### config.mk
export PLATFORM = sky130hd
export DESIGN_NAME = phase_report_tx
export DESIGN_NICKNAME = d
export VERILOG_FILES = /design/src/rtl/phase_report_tx.sv
export SDC_FILE = /design/constraint.sdc
export NUM_CORES = 1
export LEC_CHECK = 0
export CORE_MARGIN = 10
export CORE_UTILIZATION = 40
export CTS_CLUSTER_SIZE = 30
export DETAILED_ROUTE_END_ITERATION = 7
export GPL_ROUTABILITY_DRIVEN = 0
export MAX_ROUTING_LAYER = met4
export SYNTH_ARGS = -nofsm -noshare
export SYNTH_HDL_FRONTEND = slang
export SYNTH_SLANG_ARGS = --single-unit
export TNS_END_PERCENT = 100
### constraint.sdc
create_clock -name sys_clk -period 7.4 [get_ports sys_clk]
set_input_delay 2.22 -clock sys_clk [delete_from_list [all_inputs] [get_ports sys_clk]]
set_output_delay 2.22 -clock sys_clk [all_outputs]
set_load 0.05 [all_outputs]
### src/rtl/phase_report_tx.sv
// UART transmitter for one phase report frame: HEADER, s0..s7 and, when
// PHASE_TX_CHECKSUM_EN is defined, an XOR checksum byte. 8N1, no inter-byte gap.
module phase_report_tx #(
    parameter int unsigned CLKS_PER_BIT = 434,
    parameter logic [7:0]  HEADER       = 8'hAA
) (
    input  logic        sys_clk,
    input  logic        sys_rst,
    input  logic        start,
    input  logic [63:0] phase_in,
    output logic        busy,
    output logic        done,
    output logic        rs232_tx
);

    localparam logic [15:0] BaudLast = 16'(CLKS_PER_BIT - 1);
`ifdef PHASE_TX_CHECKSUM_EN
    localparam logic [3:0] LastByte = 4'd9;
`else
    localparam logic [3:0] LastByte = 4'd8;
`endif

    // StNext is the byte-advance decision; it is resolved on the STOP exit
    // edge and is never held in the state register.
    typedef enum logic [2:0] {
        StIdle,
        StStart,
        StData,
        StStop,
        StNext
    } state_e;

    state_e      state_q, state_d;
    logic [15:0] baud_q, baud_d;
    logic [2:0]  bit_q, bit_d;
    logic [3:0]  byte_q, byte_d;
    logic [63:0] snap_q, snap_d;
    logic        tx_q, tx_d;
    logic        done_q, done_d;

    logic        bit_end;
    logic [2:0]  bit_nxt;
    logic [2:0]  byte_sel;
    logic [7:0]  cur_byte;

    assign bit_end  = (baud_q == BaudLast);
    assign bit_nxt  = bit_q + 3'd1;
    assign byte_sel = 3'(byte_q - 4'd1);

`ifdef PHASE_TX_CHECKSUM_EN
    logic [7:0] csum;

    always_comb begin
        csum = 8'h00;
        for (int i = 0; i < 8; i++) begin
            csum = csum ^ snap_q[8*i +: 8];
        end
    end
`endif

    always_comb begin
        cur_byte = HEADER;
        if (byte_q >= 4'd1 && byte_q <= 4'd8) begin
            cur_byte = snap_q[{byte_sel, 3'b000} +: 8];
        end
`ifdef PHASE_TX_CHECKSUM_EN
        else if (byte_q == 4'd9) begin
            cur_byte = csum;
        end
`endif
    end

    // tx_d is the line level for the cycle after this edge, so the serial
    // output comes straight from a flop.
    always_comb begin
        state_d = state_q;
        baud_d  = baud_q;
        bit_d   = bit_q;
        byte_d  = byte_q;
        snap_d  = snap_q;
        tx_d    = tx_q;
        done_d  = 1'b0;

        unique case (state_q)
            StIdle: begin
                tx_d = 1'b1;
                if (start) begin
                    snap_d  = phase_in;
                    state_d = StStart;
                    baud_d  = 16'd0;
                    bit_d   = 3'd0;
                    byte_d  = 4'd0;
                    tx_d    = 1'b0;
                end
            end

            StStart: begin
                if (bit_end) begin
                    baud_d  = 16'd0;
                    bit_d   = 3'd0;
                    state_d = StData;
                    tx_d    = cur_byte[0];
                end else begin
                    baud_d = baud_q + 16'd1;
                end
            end

            StData: begin
                if (bit_end) begin
                    baud_d = 16'd0;
                    if (bit_q == 3'd7) begin
                        state_d = StStop;
                        tx_d    = 1'b1;
                    end else begin
                        bit_d = bit_nxt;
                        tx_d  = cur_byte[bit_nxt];
                    end
                end else begin
                    baud_d = baud_q + 16'd1;
                end
            end

            StStop: begin
                if (bit_end) begin
                    baud_d = 16'd0;
                    if (byte_q == LastByte) begin
                        state_d = StIdle;
                        byte_d  = 4'd0;
                        done_d  = 1'b1;
                        tx_d    = 1'b1;
                    end else begin
                        byte_d  = byte_q + 4'd1;
                        state_d = StStart;
                        tx_d    = 1'b0;
                    end
                end else begin
                    baud_d = baud_q + 16'd1;
                end
            end

            StNext: begin
                state_d = StIdle;
                baud_d  = 16'd0;
                bit_d   = 3'd0;
                byte_d  = 4'd0;
                tx_d    = 1'b1;
            end

            default: begin
                state_d = StIdle;
                tx_d    = 1'b1;
            end
        endcase
    end

    always_ff @(posedge sys_clk or posedge sys_rst) begin
        if (sys_rst) begin
            state_q <= StIdle;
            baud_q  <= 16'd0;
            bit_q   <= 3'd0;
            byte_q  <= 4'd0;
            snap_q  <= 64'd0;
            tx_q    <= 1'b1;
            done_q  <= 1'b0;
        end else begin
            state_q <= state_d;
            baud_q  <= baud_d;
            bit_q   <= bit_d;
            byte_q  <= byte_d;
            snap_q  <= snap_d;
            tx_q    <= tx_d;
            done_q  <= done_d;
        end
    end

    assign busy     = (state_q != StIdle);
    assign done     = done_q;
    assign rs232_tx = tx_q;

endmodule

==> results list <==
- Post-synthesis instance area: 4546 um^2
- Diode count: 0
- Post-synthesis cell count: 378
- In the final layout, the share of cells above drive strength 1 is 0.2252.
* Maximum clock path buffer count: 2
- Summing all non-filler instances in the final layout gives an area of 5682 um^2.
* Standard cell area after detailed placement: 5381 um^2
- Max-Cap Viols: 0
- Kind of start point of the critical path: flip-flop
* Vertical die dimension: 126.6 um
- Number of buffers created by CTS: 9
- Yosys printed 0 warnings.
- Across all layers, the routed design uses 3134 vias.
- Clock tree from TritonCTS: done
- Summed over all layers, the routed wires come to 10.02 mm.
- The number of setup buffers added after CTS is 0.
- Post-CTS Hold Buffers: 0
- In this run the static leakage power is 2.375 nW.
- First-pass GRT wire length: 16.59 mm
* Maximum operating frequency: approximately 240 MHz
- Yosys mapped a number of flops with a built-in enable equal to 0.
* Vias per cell: about 5.3
* Avg Inst Size Synth: 12.03 um^2
- Setup repair after global routing left no endpoint under its margin.
- STA classifies the critical path endpoint as a primary output.
- Data arrival, critical path: ~2.0 ns
- FF+latch area: 2278 um^2
- For this design the ratio of total power to cell area is 393.7 nW/um^2.
- Relative slew slack: 0.4457
* Post-detail-place hpwl: 7.313 mm
- Gates resized during post-CTS repair numbered 0.
* Hold Crit Class: reg -> reg
* Placed insts: 577
- Hold timing on the final database bottoms out at a slack of 0.4951 ns.
* Die footprint: 16030 um^2
- Data required time at the worst endpoint: 5.18 ns
- The layout has 988 filler cells.
- The setup path with the least slack is of type reg -> out.
* Count of final setup violators: 0
* Final Critical Period: between 4 and 5 ns
- Critical path's most frequent cell: inv_1
- The number of nets handed over by synthesis was about 460.
- Across the VDD grid, the largest voltage drop is about 170 uV.
- Via count of the first global-routing pass: 3316
* Nets: 527
* DRC violation count after routing: 0
* Post-route insts no fill: 593
* Ys async rst share: 1.000
* Skew final: just over 0.008 ns
- The final max-slew violation count came to 0.
- In the final routed layout, each cell accounts on average for between 15 and 20 um.
- In this design, the stage delay of the slowest critical-path cell is 0.80 ns.
- CP max stage cell: clkdlybuf4s50_1
- The region available for standard cell placement spans 10980 um^2.
* Fin Setup TNS: 0 ns
- Clock-pin slew was measured on the worst setup and hold paths at approximately 0.060 ns.
- By area the synthesized netlist is led by dfrtp_1, mux2_2, mux4_2.
- Period utilization: 0.5734
- Sequential-to-total area share from yosys stat: 0.5012
- Largest area contributor in the netlist: dfrtp_1
- H-tree Lvls: 3
- Initial cell density of the core: 0.4139
- In the global route stage, overall resource usage came out at 0.1279.
- Clock Latency Late Sink: approximately 0.33 ns
- Area Growth Syn to Fin: 24.99%
- Standard-cell rows: 38
* Number of primary I/O pins: 70
* DRT Pass-1 Iters: 4
- Result of the run: finished clean
* Synth cell count leaders: dfrtp_1, mux2_2, nand2_1
- After the first detailed-routing iteration, the DRC count stood at roughly 130.
- In this run the clock root is driven by a clkbuf_16.
* Tightest Pin Transition: 0.8315 ns
- Synthesis inferred 91 register bits.
- The critical path goes through inv_1 > ha_1 > inv_1 > clkdlybuf4s50_1.
- Overall overflow remaining after global route: 0
* Die Width: 126.6 um
- Clock Sinks: 91
* Top cell type's share of synthesized area: 0.4955
- The final hold violation count is 0.
- Entering global routing, the biggest net connects 67 pins.
* Top_reg_cell synth: dfrtp_1
* Post-route ant nets: 0
- During placement, the flow inserted port buffers numbering slightly below 70.
* Number of distinct standard cells referenced by the synthesized netlist: between 40 and 50
- Summing all multi-input logic gate instances after layout gives around 2200 um^2.
- Sum of internal, switching and leakage power: 2.237 mW
- Max FO, Critical Path: 8
- The initial antenna violation count was 0.
- Most instantiated library cell after synthesis: dfrtp_1
## area by class of cell
type,count,area share
Clock buffer,10,0.04030
Clock inverter,6,0.01255
Inverter,10,0.006827
Multi-Input combinational cell,262,0.3803
Sequential cell,91,0.4010
Tap cell,140,0.03083
Timing Repair Buffer,74,0.1282
## kinds of logic (layout without fill, tap and decap cells)
kind of cell / after synthesis / after routing / synth area share
buffers and inverters: 25 / 100 / 0.02395
XOR/XNOR: 7 / 7 / 0.01514
AO/OA/AOI/OAI: 57 / 57 / 0.07872
adder cells (fa/ha/maj): 12 / 12 / 0.03303
multiplexers: 83 / 83 / 0.2320
AND/OR/NAND/NOR: 103 / 103 / 0.1159
flip-flops: 91 / 91 / 0.5012
## sequential cells by signal, summed over array words and instances, names as in the netlist
signal / cells
state_q: 2
baud_q: 16
bit_q: 3
rs232_tx: 1
snap_q: 64
done: 1
byte_q: 4
## critical path: cells and delay by family (launching register included)
family                     cells  cell delay, ns
adders and majority gates      1            0.32
DFF                            1            0.39
buffers and inverters          3            0.98
## placed cells by master (no fill, tap or decap), drive strengths merged, types with 4 or more instances in the layout
cell           Yosys  routed
buf                5       5
nand2             36      36
a21oi              6       6
xor2               5       5
a31oi              6       6
o21ai             26      26
nor2b              8       8
mux4              11      11
ha                12      12
inv               10      11
clkbuf            10      10
nand4              5       5
and2               4       4
and3               7       7
clkdlybuf4s50      0      69
nor2              16      16
dfrtp             90      90
mux2i              6       6
nand3              8       8
mux2              66      66
a2111oi            6       6
## metal layers
| metal | vias to the layer above | GRT usage | part of all wire |
|---|---|---|---|
| met3 | 5 | 0.02624 | 0.028 |
| met2 | 51 | 0.2023 | 0.48 |
| met1 | 1559 | 0.1645 | 0.49 |
| li1 | 1519 | - | - |
| met5 | - | - | 0 |
| met4 | 0 | 0.03081 | 0.0057 |
## path summary, 6_finish.rpt
| kind | slack [ns] | cells after the start | to | start |
|---|---|---|---|---|
| max in group asynchronous | 3.99 | 3 | snap_q[37]$_DFFE_PP0P_ | sys_rst |
| min in group asynchronous | 2.27 | 2 | snap_q[26]$_DFFE_PP0P_ | sys_rst |
| setup / recovery | 3.16 | 4 | busy | state_q[0]$_DFFE_PP0P_ |
| hold reg to reg | 0.50 | 2 | bit_q[2]$_DFFE_PP0P_ | bit_q[2]$_DFFE_PP0P_ |
| setup reg to reg | 4.24 | 8 | rs232_tx$_DFFE_PP1P_ | byte_q[0]$_DFFE_PP0P_ |
| hold / removal | 0.50 | 2 | bit_q[2]$_DFFE_PP0P_ | bit_q[2]$_DFFE_PP0P_ |
## power by group
part           switching [mW]  internal, mW
Combinational           0.464         0.492
Sequential              0.111         0.711
Clock                   0.194         0.265
## metrics by stage
stage / util / setup WS [ns]
2_1_floorplan: - / 2.818
3_3_place_gp: 0.4900 / 3.005
3_5_place_dp: 0.4900 / 2.942
4_1_cts: 0.5173 / 3.134
5_1_grt: 0.5173 / 3.068
6_report: 0.5173 / 3.156
(Power assumes the default switching activity.)
